[config.mk]
export PLATFORM = sky130hd
export DESIGN_NAME = sseg_bcd_capture_flat
export DESIGN_NICKNAME = d
export VERILOG_FILES = /design/src/rtl/sseg_bcd_capture_if.sv /design/src/rtl/sseg_bcd_capture.sv /design/src/flat_wrapper.sv
export SDC_FILE = /design/constraint.sdc
export NUM_CORES = 1
export LEC_CHECK = 0
export CAP_MARGIN = 20
export CORE_MARGIN = 1.5
export CORE_UTILIZATION = 48
export CTS_CLUSTER_SIZE = 30
export DETAILED_ROUTE_END_ITERATION = 16
export PLACE_DENSITY = 0.77
export REMOVE_ABC_BUFFERS = 1
export SYNTH_ARGS = -nofsm -noshare
export SYNTH_HDL_FRONTEND = slang
export SYNTH_SLANG_ARGS = --single-unit
[constraint.sdc]
create_clock -name clk -period 1.65 [get_ports clk]
set_input_delay 0.2475 -clock clk [delete_from_list [all_inputs] [get_ports clk]]
set_output_delay 0.2475 -clock clk [all_outputs]
set_load 0.02 [all_outputs]
[src/rtl/sseg_bcd_capture_if.sv]
// Frame output port of the seven-segment capture block:
// BCD frame, error flag and valid/ready handshake.
interface sseg_bcd_capture_if #(
  parameter int N_DIGITS = 4
) ();
  logic [4*N_DIGITS-1:0] frame_out;
  logic                  frame_valid;
  logic                  frame_ready;
  logic                  frame_err;

  modport master (
    output frame_out,
    output frame_valid,
    output frame_err,
    input  frame_ready
  );

  modport slave (
    input  frame_out,
    input  frame_valid,
    input  frame_err,
    output frame_ready
  );
endinterface

[src/rtl/sseg_bcd_capture.sv]
// Samples a multiplexed seven-segment bus, decodes stable digits
// back to BCD and emits one frame of N_DIGITS nibbles per round.
module sseg_bcd_capture #(
  parameter int N_DIGITS      = 4,
  parameter int STABLE_CYCLES = 4
) (
  input  logic                clk,
  input  logic                rst_n,
  input  logic [6:0]          seg_in,
  input  logic [N_DIGITS-1:0] dig_sel_in,
  sseg_bcd_capture_if.master  frm,
  output logic                overrun
);

  localparam int CW = $clog2(STABLE_CYCLES + 1);
  localparam int SW = N_DIGITS + 7;
  localparam logic [CW-1:0] CMAX = CW'(STABLE_CYCLES);

  logic [SW-1:0]         smp_q, smp_d;
  logic [CW-1:0]         cnt_q, cnt_d;
  logic                  cap_q, cap_d;
  logic [4*N_DIGITS-1:0] slot_q, slot_d;
  logic [N_DIGITS-1:0]   err_q, err_d;
  logic [N_DIGITS-1:0]   seen_q, seen_d;
  logic [4*N_DIGITS-1:0] out_q, out_d;
  logic                  vld_q, vld_d;
  logic                  ferr_q, ferr_d;
  logic                  ovr_q, ovr_d;

  logic                  qual;
  logic                  same;
  logic                  fire;
  logic                  complete;
  logic                  xfer;
  logic                  load;
  logic [4:0]            dec;
  logic [N_DIGITS-1:0]   smp_sel;

  // bit4 = pattern recognised, bits3:0 = nibble (F when unknown)
  function automatic logic [4:0] decode(input logic [6:0] s);
    logic [4:0] r;
    case (s)
      7'b1111110: r = 5'h10;
      7'b0110000: r = 5'h11;
      7'b1101101: r = 5'h12;
      7'b1111001: r = 5'h13;
      7'b0110011: r = 5'h14;
      7'b1011011: r = 5'h15;
      7'b1011111: r = 5'h16;
      7'b1110000: r = 5'h17;
      7'b1111111: r = 5'h18;
      7'b1111011: r = 5'h19;
      default:    r = 5'h0F;
    endcase
    return r;
  endfunction

  assign smp_sel = smp_q[SW-1:7];
  assign dec     = decode(smp_q[6:0]);

  always_comb begin
    qual = (dig_sel_in != '0) &&
           ((dig_sel_in & (dig_sel_in - 1'b1)) == '0);
    same = ({dig_sel_in, seg_in} == smp_q);
    smp_d = {dig_sel_in, seg_in};

    cnt_d = cnt_q;
    if (!qual)
      cnt_d = '0;
    else if (same)
      cnt_d = (cnt_q == CMAX) ? CMAX : cnt_q + 1'b1;
    else
      cnt_d = CW'(1);

    // one capture per dwell: flag holds until the sample changes
    fire  = (cnt_q == CMAX) && !cap_q;
    cap_d = (!qual || !same) ? 1'b0 : (cap_q | fire);

    complete = &seen_q;
    xfer     = vld_q & frm.frame_ready;
    load     = complete & (!vld_q | xfer);

    slot_d = slot_q;
    seen_d = complete ? '0 : seen_q;
    err_d  = complete ? '0 : err_q;
    if (fire) begin
      for (int i = 0; i < N_DIGITS; i++) begin
        if (smp_sel[i]) begin
          slot_d[4*i +: 4] = dec[3:0];
          seen_d[i]        = 1'b1;
          err_d[i]         = ~dec[4];
        end
      end
    end

    out_d  = out_q;
    ferr_d = ferr_q;
    vld_d  = xfer ? 1'b0 : vld_q;
    if (load) begin
      out_d  = slot_q;
      ferr_d = |err_q;
      vld_d  = 1'b1;
    end
    ovr_d = complete & vld_q & ~frm.frame_ready;
  end

  always_ff @(posedge clk) begin
    if (!rst_n) begin
      smp_q  <= '0;
      cnt_q  <= '0;
      cap_q  <= 1'b0;
      slot_q <= '0;
      err_q  <= '0;
      seen_q <= '0;
      out_q  <= '0;
      vld_q  <= 1'b0;
      ferr_q <= 1'b0;
      ovr_q  <= 1'b0;
    end else begin
      smp_q  <= smp_d;
      cnt_q  <= cnt_d;
      cap_q  <= cap_d;
      slot_q <= slot_d;
      err_q  <= err_d;
      seen_q <= seen_d;
      out_q  <= out_d;
      vld_q  <= vld_d;
      ferr_q <= ferr_d;
      ovr_q  <= ovr_d;
    end
  end

  assign frm.frame_out   = out_q;
  assign frm.frame_valid = vld_q;
  assign frm.frame_err   = ferr_q;
  assign overrun         = ovr_q;

endmodule

[src/flat_wrapper.sv]
// flat-port wrapper written by rule: the top's interface ports become plain ports
module sseg_bcd_capture_flat 
#(
  parameter int N_DIGITS      = 4,
  parameter int STABLE_CYCLES = 4
)
  (clk, rst_n, seg_in, dig_sel_in, overrun, frm_frame_out, frm_frame_valid, frm_frame_err, frm_frame_ready);
  sseg_bcd_capture_if #(.N_DIGITS(N_DIGITS)) frm_i ();
  input  logic clk;
  input  logic rst_n;
  input  logic [6:0] seg_in;
  input  logic [N_DIGITS-1:0] dig_sel_in;
  output logic overrun;
  output wire logic [$bits(frm_i.frame_out)-1:0] frm_frame_out;
  output wire logic [$bits(frm_i.frame_valid)-1:0] frm_frame_valid;
  output wire logic [$bits(frm_i.frame_err)-1:0] frm_frame_err;
  input wire logic [$bits(frm_i.frame_ready)-1:0] frm_frame_ready;
  assign frm_frame_out = frm_i.frame_out;
  assign frm_frame_valid = frm_i.frame_valid;
  assign frm_frame_err = frm_i.frame_err;
  assign frm_i.frame_ready = frm_frame_ready;
  sseg_bcd_capture #(.N_DIGITS(N_DIGITS), .STABLE_CYCLES(STABLE_CYCLES)) u_core (.clk(clk), .rst_n(rst_n), .seg_in(seg_in), .dig_sel_in(dig_sel_in), .frm(frm_i), .overrun(overrun));
endmodule
# ---- After elaboration in Yosys (flattened, before gate mapping)
# Index checks and enable logic that the tools add are counted.
dict set report word_totals {
  regBits 58
  in_bits 14
  out_inout_bits 19
  wordCells 78
}
dict set report classes {
  addsub 2
  eq_ne 12
  mux 17
  bitwise_logic 12
  reduce_logical 20
}
# op count
set op_table {}
lappend op_table {{$eq 7x7->1 const B} 8}
lappend op_table {{$pmux 5 s10} 1}
lappend op_table {{$mux 4} 4}
lappend op_table {{$eq 7x6->1 const B} 2}
lappend op_table {{$eq 11x11->1} 1}
lappend op_table {{$mux 1} 11}
lappend op_table {{$reduce_and 2->1} 5}
lappend op_table {{$reduce_or 4->1} 2}
lappend op_table {{$not 1->1} 5}
lappend op_table {{$and 1x1->1} 4}
lappend op_table {{$and 4x4->4} 1}
lappend op_table {{$logic_not 1->1} 4}
lappend op_table {{$logic_not 4->1} 1}
lappend op_table {{$reduce_and 4->1} 1}
lappend op_table {{$reduce_bool 4->1} 1}
lappend op_table {{$sub 4x1->4 const B} 1}
lappend op_table {{$add 3x1->3 const B} 1}
lappend op_table {{$eq 3x3->1 const B} 1}
lappend op_table {{$mux 3} 1}
lappend op_table {{$reduce_and 3->1} 1}
lappend op_table {{$logic_and 1x1->1} 2}
lappend op_table {{$or 1x1->1} 2}
lappend op_table {{$reduce_bool 2->1} 1}
lappend op_table {{$reduce_or 2->1} 1}
lappend op_table {{$logic_or 1x1->1} 1}

# ---- Depth between registers and ports, before layout
dict set report depth {
  depth_word 7
  ltp_mapped 7
  depth_no_buf 6
}

# ---- Worst setup path after synthesis
# Ideal clock, no wire load.
dict set report synth_path {
  path_type {reg2reg}
  start {register u_core.smp_q[0]}
  end {register u_core.slot_q[8]}
  setup_ns 0.074
  arrival_time_ns 1.652
  required_time_ns 1.576
  path_slack_ns -0.077
  stages_incl_launch_ff 7
  n_path_buf 2
  synth_period_minus_slack_ns 1.727
  path_cell_list {dfxtp_1 buf_6 o211a_1 a22o_1 or4b_4 buf_6 a31oi_1}
}
dict set report synth_via {
  elab_chain_len 2
  word_cells_on_any_way 11
  classes_between {10 x eq/ne; 1 x mux}
}
# element line
set synth_rtl {}
lappend synth_rtl {{start, declared} sseg_bcd_capture.sv:19} ;# logic [SW-1:0] smp_q, smp_d;
lappend synth_rtl {{start signal, assigned} sseg_bcd_capture.sv:120} ;# smp_q <= smp_d;
lappend synth_rtl {{$eq 7x7->1 or $eq 7x6->1 (tied branches)} sseg_bcd_capture.sv:42} ;# case (s)
lappend synth_rtl {{$pmux 5 s10 *} sseg_bcd_capture.sv:42}
lappend synth_rtl {{end signal, assigned} sseg_bcd_capture.sv:123} ;# slot_q <= slot_d;
lappend synth_rtl {{end, declared} sseg_bcd_capture.sv:22} ;# logic [4*N_DIGITS-1:0] slot_q, slot_d;
# Every way passes the cells marked *; elsewhere a longest branch is shown, timed or not.
# A chain may end at the register's enable or synchronous reset.

# ---- Worst setup path after layout
dict set report layout_path {
  start {register u_core.smp_q[2]}
  end {register u_core.slot_q[4]}
}
# Same word-level chain as after synthesis.

==> impl_metrics.ini <==
[timing]
hold_viol_final = 0
clock.fmax_mhz = 585
period_minus_slack_ns = 1.71
fin_crit_sh_pct = 104
skew_ns = 0.00638
finalSetupTns_ns = -0.0647
rsz0062_at_grt = true
relSlewSlack_pct = 62.8
worstMarginPinSlew_ns = 0.553
setup_violations = 2
drv_slew = 0
fin_ws_ns = -0.0602

[clocking]
cts_tree = yes
cts_root_buf = clkbuf_8
cts_max_level = 3
ctsHoldBuffers = 0
cts_buffer_depth = 2
cts_buffers = 9
insertion_delay_ns = 0.34
cts.clk_slew.worst_paths_ns = 0.07
clock_sinks = 58

[synth]
synth-edff-count = 0
ys_ff_latch = 58
async_reset_ff_share_pct = 0
ys_seq_area_share_pct = 48.4
yosysTopAreaCell = dfxtp_1
yosysWarnings = 0
yosysTopAreaCellShare_pct = 48.4
syn_area_sq_um = 2400
synth_top_cells_by_area = dfxtp_1 (48%), nand2_1 (7.5%), a21boi_0 (6.9%)
syn_avg_cell_area_sq_um = 9.02
syn_inst = 266
synth-main-ff-cell = dfxtp_1
ys_types = 39
ys_top_cells_by_count = dfxtp_1 (58), nand2_1 (48), a21boi_0 (22), o21ai_0 (19), and2_1 (15)
synth.most_common_cell = dfxtp_1

[detailed_routing]
ant_nets = 0
post_drt_wl_per_cell_microns = 12.9
drt-total-wl_microns = 4990
num_vias = 2028
dr.pass1.iters = 4
vias_per_cell = 5.23
drt_iter0_drc = 196
drc = 0

[floorplan]
pin_count = 33
dieArea_sq_um = 5430
die_x_microns = 73.7
die_h_microns = 73.7
placement_rows = 25
core-area_sq_um = 4750
start_util_pct = 50.4

[global_routing]
use_met3_pct = 5.35
antenna_found_initial = 0
use_met2_pct = 33.9
grt_busiest_layer = met2
grt_pass1_wl_microns = 8190
gr-usage-met1_pct = 24.1
grt_max_degree = 49
grt_overflow = 0
grt_pass1_vias = 1785
track_usage_pct = 20.5

[finish]
nNetsFinal = 332
area_growth_pct = 32.5
diodes = 0
drive_gt1_share_pct = 15.6
fin_cells = 388
stdcell_area_sq_um = 3180

[power_and_ir_drop]
p_int_mw = 2.50
total_power_mw = 3.15
p_leak_nw = 1.19
p_sw_mw = 0.644
swShare_pct = 20.5
power_per_cell_area_nw_per_um2 = 990
ir_worst_vdd_mv = 0.581
p_seq_share_pct = 45.6
p_comb_share_pct = 5.0
clkPwrFrac_pct = 49.4

[placed_design]
place.gp.congestion = 0.789
dpl_cell_area_sq_um = 2880
hpwlAfterDp_microns = 3480
io_buffers = 32
pre_cts_ws_ns = -0.223
dp.cells = 368

[critical_path]
setup.worst_path.end_class = flip-flop
path_max_fanout = 6
startpoint_type = flip-flop
path_class = reg -> reg
required_ns = 1.91
crit_arrival_ns = 1.97

[run_status]
status = finished with violations
failed_checks = setup timing

[hold_path]
hold_class = reg -> reg

[flow_run]
maxCapViolations = 0
-- layer usage --
layer	part of all wire (%)	up-vias
li1	-	1038
met3	4.8	9
met2	50	67
met1	44	914
met5	0	-
met4	1.2	0
-- final timing paths --
path                           start                       to  slack (ns)  cells after the start
max                  u_core.smp_q[2]         u_core.slot_q[4]       -0.06                      4
min          u_core.frm.frame_out[8]  u_core.frm.frame_out[8]        0.46                      2
max reg2reg          u_core.smp_q[2]         u_core.slot_q[4]       -0.06                      4
min reg2reg  u_core.frm.frame_out[8]  u_core.frm.frame_out[8]        0.46                      2
-- power groups by stage --
stage / combinational [mW] / sequential [mW] / clock, mW
2_1_floorplan: 0.0636 / 1.46 / 0
3_3_place_gp: 0.150 / 1.47 / 0
3_5_place_dp: 0.152 / 1.47 / 0
4_1_cts: 0.155 / 1.44 / 1.56
5_1_grt: 0.174 / 1.44 / 1.64
6_report: 0.158 / 1.43 / 1.55
-- final cells by class --
type,count,area (sq um)
multi-input cells,190,1180
clock buffers,10,128
flip-flops and latches,58,1170
repair buffers,54,495
well taps,67,83.8
inverters,3,11.3
fillers,429,1580
clock inverters,6,105
-- stage by stage --
step	hold slack (ns)	utilization [%]
after detailed placement	0.455	60.6
after floorplan	0.365	-
final	0.461	66.8
after global placement	0.449	60.6
after global routing	0.495	66.8
after CTS	0.466	66.1
-- critical path: stages (launching register included) --
cell and delay (ns):
dfxtp_2 0.34, o211a_1 0.24, a22o_1 0.25, or4b_4 0.58
a31oi_1 0.21
-- layout by cell type (no fill, tap or decap), types with 3 or more instances in the layout --
| cell type | n |
|---|---|
| dfxtp_2 | 3 |
| nand4b_1 | 4 |
| nand2_1 | 48 |
| and2_1 | 15 |
| nand4_1 | 5 |
| nor3b_1 | 4 |
| clkdlybuf4s50_1 | 32 |
| o31ai_1 | 4 |
| clkinv_2 | 3 |
| a21boi_0 | 22 |
| o21ai_0 | 16 |
| nand3_1 | 8 |
| bufinv_16 | 3 |
| buf_4 | 20 |
| a31oi_1 | 8 |
| clkbuf_8 | 9 |
| inv_1 | 3 |
| xor2_1 | 11 |
| dfxtp_1 | 53 |
| nor3_1 | 6 |
| o21ai_1 | 4 |
-- logic make-up after synthesis --
logic type | Yosys count | share of synthesized area, %
XOR/XNOR | 13 | 4.75
AND/OR/NAND/NOR | 111 | 25.0
buffers and inverters | 19 | 3.60
AO/OA/AOI/OAI | 63 | 17.2
flip-flops | 58 | 48.4
adder cells (fa/ha/maj) | 2 | 1.04
-- timing repair --
item	in CTS	in global routing
endpoints found under the setup margin	17	17
gates cloned	1	0
pin swaps	2	6
setup buffers	0	3
resized for setup	8	9
-- flip-flops by register name, indices dropped and copies added, names as in the netlist --
name and count:
u_core.slot_q 16, u_core.seen_q 4, u_core.frm.frame_out 16, u_core.frm.frame_valid 1, u_core.cnt_q 3, u_core.frm.frame_err 1
u_core.err_q 4, u_core.overrun 1, u_core.smp_q 11, u_core.cap_q 1
Power figures use the tool's default switching activity.
